**config.mk**
```make
export PLATFORM = sky130hd
export DESIGN_NAME = nonstop_clock_mux_flat
export DESIGN_NICKNAME = d
export VERILOG_FILES = /design/src/rtl/nonstop_clock_mux_pkg.sv /design/src/rtl/nonstop_clock_mux_if.sv /design/src/rtl/nonstop_clock_mux_gate.sv /design/src/rtl/nonstop_clock_mux_sync.sv /design/src/rtl/nonstop_clock_mux.sv /design/src/flat_wrapper.sv
export SDC_FILE = /design/constraint.sdc
export NUM_CORES = 1
export LEC_CHECK = 0
export ABC_AREA = 1
export CORE_ASPECT_RATIO = 0.5
export CORE_MARGIN = 1.5
export CORE_UTILIZATION = 35
export CTS_BUF_LIST = sky130_fd_sc_hd__clkbuf_16
export DETAILED_ROUTE_END_ITERATION = 12
export GPL_ROUTABILITY_DRIVEN = 0
export PLACE_DENSITY = 0.49
export SLEW_MARGIN = 20
export SYNTH_ARGS = -nofsm -noshare
export SYNTH_HDL_FRONTEND = slang
export SYNTH_HIERARCHICAL = 1
export SYNTH_SLANG_ARGS = --single-unit
```
**constraint.sdc**
```tcl
create_clock -name clock -period 1.92 [get_ports clock]
set_input_delay 0.288 -clock clock [delete_from_list [all_inputs] [get_ports clock]]
set_output_delay 0.288 -clock clock [all_outputs]
set_load 0.02 [all_outputs]
```
**src/rtl/nonstop_clock_mux_pkg.sv**
```systemverilog
`timescale 1ns/1ps
// nonstop_clock_mux_pkg: shared FSM state type and default parameters for the nonstop clock mux.
// No ports.
package nonstop_clock_mux_pkg;
   typedef enum logic [1:0] {IDLE, ACTIVE, DRAIN, ENABLE} state_t;
   localparam int DEF_STAGES = 2;
   localparam int DEF_TIMEOUT_CYCLES = 64;
endpackage

```
**src/rtl/nonstop_clock_mux_if.sv**
```systemverilog
`timescale 1ns/1ps
// nonstop_clock_mux_if: select/output bundle of the nonstop clock mux.
// Signals: select (source choice, may be async), clock_out (muxed clock).
// With NONSTOP_CLOCK_MUX_STATUS_EN: active_source, switching, timeout_seen status outputs.
interface nonstop_clock_mux_if;
   logic select;
   logic clock_out;
`ifdef NONSTOP_CLOCK_MUX_STATUS_EN
   logic active_source;
   logic switching;
   logic timeout_seen;
   modport master(output select, input clock_out, active_source, switching, timeout_seen);
   modport slave(input select, output clock_out, active_source, switching, timeout_seen);
`else
   modport master(output select, input clock_out);
   modport slave(input select, output clock_out);
`endif
endinterface

```
**src/rtl/nonstop_clock_mux_gate.sv**
```systemverilog
`timescale 1ns/1ps
// nonstop_clock_mux_gate: glitch-free clock gate for one source.
// Ports: src_clock (source), resetn (async clear), enable (from control FSM),
// force_clear (async clear for a source stuck high), latched (gate state), gated (src_clock AND latched).
module nonstop_clock_mux_gate (
   input  logic src_clock,
   input  logic resetn,
   input  logic enable,
   input  logic force_clear,
   output logic latched,
   output logic gated
);
   // Transparent only while the source is low, so the gate never cuts a high phase short.
   always_latch
      if (!resetn || force_clear) latched <= 1'b0;
      else if (!src_clock) latched <= enable;
   assign gated = src_clock & latched;
endmodule

```
**src/rtl/nonstop_clock_mux_sync.sv**
```systemverilog
`timescale 1ns/1ps
// nonstop_clock_mux_sync: multi-flop synchronizer into the control clock domain.
// Ports: clock, resetn (async active-low), d (async input), q (synchronized output).
module nonstop_clock_mux_sync #(
   parameter int STAGES = 2,
   parameter int WIDTH = 1
) (
   input  logic             clock,
   input  logic             resetn,
   input  logic [WIDTH-1:0] d,
   output logic [WIDTH-1:0] q
);
   logic [STAGES-1:0][WIDTH-1:0] pipe;
   always_ff @(posedge clock or negedge resetn)
      if (!resetn) pipe <= '0;
      else pipe <= {pipe[STAGES-2:0], d};
   assign q = pipe[STAGES-1];
endmodule

```
**src/rtl/nonstop_clock_mux.sv**
```systemverilog
`timescale 1ns/1ps
// nonstop_clock_mux: glitch-free 2:1 clock mux that still switches when a source has stopped.
// Ports: clock (free-running control clock), resetn (async active-low), clock_0/clock_1 (sources),
// bus.select (0 = clock_0, 1 = clock_1), bus.clock_out (muxed clock).
// Optional macro NONSTOP_CLOCK_MUX_STATUS_EN adds bus.active_source, bus.switching, bus.timeout_seen.
module nonstop_clock_mux
   import nonstop_clock_mux_pkg::*;
#(
   parameter int STAGES = DEF_STAGES,
   parameter int TIMEOUT_CYCLES = DEF_TIMEOUT_CYCLES
) (
   input logic clock,
   input logic resetn,
   input logic clock_0,
   input logic clock_1,
   nonstop_clock_mux_if.slave bus
);
   localparam int TW = $clog2(TIMEOUT_CYCLES + STAGES + 2);
   state_t state;
   logic cur;
   logic sel_s;
   logic [1:0] en;
   logic [1:0] force_clr;
   logic [1:0] latched;
   logic [1:0] gated;
   logic [1:0] ack;
   logic [TW-1:0] timer;
   nonstop_clock_mux_sync #(.STAGES(STAGES), .WIDTH(3)) u_sync (
      .clock(clock), .resetn(resetn), .d({latched, bus.select}), .q({ack, sel_s})
   );
   nonstop_clock_mux_gate u_gate_0 (
      .src_clock(clock_0), .resetn(resetn), .enable(en[0]), .force_clear(force_clr[0]),
      .latched(latched[0]), .gated(gated[0])
   );
   nonstop_clock_mux_gate u_gate_1 (
      .src_clock(clock_1), .resetn(resetn), .enable(en[1]), .force_clear(force_clr[1]),
      .latched(latched[1]), .gated(gated[1])
   );
   assign bus.clock_out = |gated;
   // In DRAIN an ack of 0 is trusted only after the synchronizer has had time to see
   // the effect of the cleared enable; otherwise a stale 0 could let both gates open.
   always_ff @(posedge clock or negedge resetn)
      if (!resetn) begin
         state <= IDLE;
         cur <= 1'b0;
         en <= '0;
         force_clr <= '0;
         timer <= '0;
      end else
         case (state)
            IDLE: begin
               en[sel_s] <= 1'b1;
               cur <= sel_s;
               state <= ACTIVE;
            end
            ACTIVE:
               if (sel_s != cur) begin
                  en[cur] <= 1'b0;
                  timer <= '0;
                  state <= DRAIN;
               end
            DRAIN:
               if (!ack[cur] && timer > TW'(STAGES)) state <= ENABLE;
               else if (timer == TW'(TIMEOUT_CYCLES - 1)) begin
                  force_clr[cur] <= 1'b1;
                  state <= ENABLE;
               end else timer <= timer + 1'b1;
            default: begin
               force_clr <= '0;
               en[~cur] <= 1'b1;
               cur <= ~cur;
               state <= ACTIVE;
            end
         endcase
`ifdef NONSTOP_CLOCK_MUX_STATUS_EN
   always_ff @(posedge clock or negedge resetn)
      if (!resetn) begin
         bus.active_source <= 1'b0;
         bus.switching <= 1'b0;
         bus.timeout_seen <= 1'b0;
      end else begin
         bus.active_source <= cur;
         bus.switching <= state != ACTIVE;
         bus.timeout_seen <= bus.timeout_seen | (|force_clr);
      end
`endif
endmodule

```
**src/flat_wrapper.sv**
```systemverilog
// flat-port wrapper written by rule: the top's interface ports become plain ports
module nonstop_clock_mux_flat import nonstop_clock_mux_pkg::*;
#(
   parameter int STAGES = DEF_STAGES,
   parameter int TIMEOUT_CYCLES = DEF_TIMEOUT_CYCLES
)
  (clock, resetn, clock_0, clock_1, bus_select, bus_clock_out);
  nonstop_clock_mux_if bus_i ();
  input logic clock;
  input logic resetn;
  input logic clock_0;
  input logic clock_1;
  input wire logic [$bits(bus_i.select)-1:0] bus_select;
  output wire logic [$bits(bus_i.clock_out)-1:0] bus_clock_out;
  assign bus_i.select = bus_select;
  assign bus_clock_out = bus_i.clock_out;
  nonstop_clock_mux #(.STAGES(STAGES), .TIMEOUT_CYCLES(TIMEOUT_CYCLES)) u_core (.clock(clock), .resetn(resetn), .clock_0(clock_0), .clock_1(clock_1), .bus(bus_i));
endmodule
```
# After elaboration in Yosys (flattened, before gate mapping)
# Index checks and enable logic that the tools add are counted.
dict set report totals {
  reg_bits 20
  latch_bits 2
  input_bits 5
  output_inout_bits 1
  wordCells 83
}
dict set report classes {
  add_sub_neg 1
  order_cmp 7
  eq_ne 9
  mux 30
  bitwise_logic 10
  reduce_logical 17
}
# cell n
set op_table {}
lappend op_table {{7-bit two-way mux} 3}
lappend op_table {{7-bit case mux with 2 select lines} 1}
lappend op_table {{1-bit two-way mux} 13}
lappend op_table {{2-bit two-way mux} 6}
lappend op_table {{2-bit case mux with 2 select lines} 2}
lappend op_table {{7-bit by 1-bit adder with 7-bit output (second input constant)} 1}
lappend op_table {{7-bit by 6-bit equality test with 1-bit output (second input constant)} 1}
lappend op_table {{7-bit by 2-bit > comparator with 1-bit output (second input constant)} 1}
lappend op_table {{1-bit by 2-bit < comparator with 1-bit output (second input constant)} 3}
lappend op_table {{2-bit OR} 3}
lappend op_table {{2-bit case mux with 3 select lines} 1}
lappend op_table {{2-bit OR reduction} 3}
lappend op_table {{1-bit logical AND} 4}
lappend op_table {{2-bit by 1-bit != test with 1-bit output (second input constant)} 2}
lappend op_table {{2-bit != test (second input constant)} 2}
lappend op_table {{2-bit AND reduction} 2}
lappend op_table {{4-bit AND reduction} 1}
lappend op_table {{1-bit demux with 1-bit select} 3}
lappend op_table {{1-bit >= comparator (second input constant)} 3}
lappend op_table {{3-bit by 1-bit != test with 1-bit output (second input constant)} 1}
lappend op_table {{1-bit NOT} 3}
lappend op_table {{3-bit AND reduction} 1}
lappend op_table {{1-bit bitwise AND} 2}
lappend op_table {{2-bit bitwise AND} 1}
lappend op_table {{9 further kinds} 11}

# Depth between registers and ports, before layout
# Gate-level depths: netlist (run 1).
dict set report logic_depth {
  ltp_word 8
  ltp_mapped 10
  mapped_depth_nobuf 10
}

# Cells and area by module
# Netlist (run 1), hierarchy kept.
# module instances cells_each area_per_inst_um2 seq_area_each_um2
set modules_own_cells {}
lappend modules_own_cells {nonstop_clock_mux 1 114 882.1 350.3}
lappend modules_own_cells {nonstop_clock_mux_sync 1 9 172.7 150.1}
lappend modules_own_cells {nonstop_clock_mux_gate 2 8 45.0 0.0}

==> summary.md, run 1 <==
| Metric | Value |
|---|---|
| Status | finished, final reports clean |
| Routed vias | 837 |
| Initial Utilization | between 30% and 40% |
| Commonest non-fill, non-tap cell in the layout | nand2_1 |
| Die width | 83.9 um |
| Die Area | 3640 um2 |
| Initial DRT Pass Iterations | 4 |
| Proportion of layout cells with a drive suffix above 1 | 15.8% |
| Final nets | 158 |
| Clk_lat worst skew | 0.25 ns |
| H-tree depth | 1 |
| WL final | 1.97 mm |
| TNS Setup | 0 ns |
| Global route overflow | 0 |
| Yosys cell types | 24 |
| # setup viols final | 0 |
| Num rows | 14 |
| Placed wire-length estimate | 1.45 mm |
| Synthesized cell area | 1140 um2 |
| Layout Cells excl Fill | 186 |
| Initial antenna violation count | 0 |
| Total track usage | 12.6% |
| Hold_buf cts | 0 |
| Syn avg cell area | 8.24 um2 |
| Arrival @ worst endpoint | between 1.5 and 2 ns |
| Worst Setup Path Type | reg2reg |
| Register pins left without a clock | 2 |
| CP endpoint kind | register |
| Crit-path slowest cell | dfrtp_1 |
| DRT iter0 DRCs | 24 |
| Synth Register Bits | 22 |
| Slew Viols, Final | 0 |
| Input/output buffers | 5 |
| VDD IR max | 531 uV |
| Vias per cell | 4.50 |
| Multi-input gate area | 509 um2 |
| Leakage | around 0.65 nW |
| Core Box Area | 3070 um2 |
| Tcrit/Tclk final | 85.8% |
| RSZ-0062 raised after global routing | no |
| Clock period minus worst slack | 1.65 ns |
| Endpoints left unconstrained | 4 |
| Clock tree buffer depth | 2 |
| Syn Nets | 150 |
| Routed Antenna Nets | 0 |
| CTS Buf Count | 3 |
| Vias in the first global route | 792 |
| Required @ worst endpoint | approximately 2.1 ns |
| Worst slew margin | between 70% and 80% |
| Worst slew pin tran | approximately 0.35 ns |
| Final Hold Vio Count | 0 |
| Worst min path class | reg2reg |
| Ranking of synthesized cells by area | dfrtp_1 (44%), nand2_1 (12%), ha_1 (6.6%), nand3_1 (5.2%), inv_1 (4.6%) |
| CTS root buf | clkbuf_16 |
| Layout Area Growth over Synthesis | 14.2% |
| Post-synth top area share | 43.7% |
| Die Y | 43.4 um |
| Clk pin slew, worst setup/hold paths | 0.06 ns |
| Largest net degree at the start of global routing | 25 |
| Yosys top cell by area | dfrtp_1 |
| CTS tree | built |
| Element type at the critical path start | register |
| Max Freq | 607 MHz |
| Final Power | 1.73 mW |
| Placed Cells | ~180 |
| CP max stage delay | 0.40 ns |
| Drt drc | 0 |
| PD cells | 1320 nW/um2 |
| Io pins | 6 |
| Crit-path max FO | 14 |
| Setup WS post-layout | 0.273 ns |
| Clk_skew | 0.00176 ns |
| Yosys warns | 6 |
| Max-cap violation count | 0 |
| FF+latch area | 531 um2 |
| DP Worst Slack | 0.0174 ns |
| Wire length of the first global-routing pass | about 3.5 mm |
| WL/cell | around 11 um |
| Mapped Cells | 139 |
| Ant. Diodes | 0 |
| Fillers | 321 |
| Commonest non-fill, non-tap cells in the layout | nand2_1 (36), dfrtp_1 (20), inv_1 (14) |
| Cell Chain, Critical Path | inv_1 -> ha_1 -> inv_1 -> nand2_1 -> nand2_2 -> nand3_2 -> nand2_1 -> o21ai_2 |
critical path: cells and delay by family (launching register included):
| kind | cells | cell delay [ns] |
|---|---|---|
| AOI/OAI and AO/OA | 1 | 0.06 |
| adders and majority gates | 1 | 0.29 |
| buffers and inverters | 2 | 0.18 |
| DFF | 1 | 0.40 |
| and+or+nand+nor | 4 | 0.60 |
state kept, by name, indices dropped and copies added (netlist names):
name                     count
u_core/state                 2
u_core/u_gate_1/latched      1
u_core/timer                 7
u_core/cur                   1
u_core/u_sync/pipe           3
u_core/u_gate_0/latched      1
u_core/en                    2
u_core/u_sync/q              3
u_core/force_clr             2
repair_timing:
action                                  4_1_cts  5_1_grt
endpoints found under the setup margin        0        1
resized for setup                             0        1
hold endpoints to repair                      0        0
setup buffers                                 0        0
through the flow:
step,instance area [um2],utilization [%],hold slack (ns)
floorplan,1140,-,-0.00759
global placement,1230,40.0,0.333
detailed placement,1230,40.0,0.338
CTS,1310,42.6,0.351
global route,1310,42.7,0.365
finish,1310,42.7,0.347
kinds of logic (layout without fill, tap and decap cells):
group	count (synthesis)	count (layout)	share of synthesized area [%]
and+or+nand+nor	69	69	27.3
AOI/OAI and AO/OA	19	19	9.84
buffers and inverters	22	29	9.18
DFF	20	20	43.7
adders and majority gates	6	6	6.56
xor gates and xnor gates	1	1	0.765
latches	2	2	2.62
cells in the mapped netlist (all sizes together):
master	n
nand3	13
xnor2	1
o31ai	1
nand2	40
nand3b	2
dlxtp	2
o21ai	15
inv	17
or2	3
a21oi	1
buf	4
a31oi	1
clkbuf	1
a211oi	1
dfrtp	20
ha	6
nor2	11
path summary, 6_finish.rpt:
kind | cells after the start | startpoint | slack (ns) | end
max in group asynchronous | 2 | resetn | 1.30 | u_core/timer[5]$_DFFE_PN0P_
worst max-delay path | 8 | u_core/state[0]$_DFFE_PN0P_ | 0.27 | u_core/timer[6]$_DFFE_PN0P_
worst min register to register | 0 | u_core/u_sync/pipe[0]$_DFF_PN0_ | 0.35 | u_core/u_sync/q[0]$_DFF_PN0_
worst min-delay path | 0 | u_core/u_sync/pipe[0]$_DFF_PN0_ | 0.35 | u_core/u_sync/q[0]$_DFF_PN0_
worst max register to register | 8 | u_core/state[0]$_DFFE_PN0P_ | 0.27 | u_core/timer[6]$_DFFE_PN0P_
min in group asynchronous | 2 | resetn | 0.39 | u_core/en[1]$_DFFE_PN0P_
final cells by class:
| type | count | area share, % |
|---|---|---|
| well taps | 40 | 3.83 |
| repair buffers | 8 | 5.74 |
| multi-input cells | 95 | 38.9 |
| inverters | 17 | 4.88 |
| flip-flops and latches | 22 | 40.6 |
| clock buffers | 3 | 5.74 |
| clock inverters | 1 | 0.287 |
power breakdown:
| part | total [mW] | switching, mW | internal (mW) |
|---|---|---|---|
| clock network | 0.430 | 0.153 | 0.277 |
| registers | 0.617 | 0.0813 | 0.535 |
| logic | 0.680 | 0.432 | 0.248 |
| total | 1.73 | 0.667 | 1.06 |
routing by layer:
| metal | vias up | wire [um] | GRT usage (%) |
|---|---|---|---|
| met4 | 0 | 8 | 2.95 |
| met1 | 375 | 1070 | 17.1 |
| met3 | 2 | 90 | 4.57 |
| met5 | - | 0 | 0 |
| li1 | 451 | - | - |
| met2 | 9 | 802 | 19.5 |
Power figures use the tool's default switching activity.
==> run 2: changes to the inputs <==
--- a/config.mk
+++ b/config.mk
@@ -6,6 +6,7 @@
 export NUM_CORES = 1
 export LEC_CHECK = 0
 export ABC_AREA = 1
+export CAP_MARGIN = 20
 export CORE_ASPECT_RATIO = 0.5
 export CORE_MARGIN = 1.5
 export CORE_UTILIZATION = 35
==> results of run 2 <==
The final DEF is identical to that of run 1; final timing and power are the same.
==> run 3: changes to the inputs <==
--- a/config.mk
+++ b/config.mk
@@ -11,6 +11,7 @@
 export CORE_MARGIN = 1.5
 export CORE_UTILIZATION = 35
 export CTS_BUF_LIST = sky130_fd_sc_hd__clkbuf_16
+export CTS_CLUSTER_SIZE = 10
 export DETAILED_ROUTE_END_ITERATION = 12
 export GPL_ROUTABILITY_DRIVEN = 0
 export PLACE_DENSITY = 0.49
==> results of run 3 <==
The final DEF is identical to that of run 1; final timing and power are the same.
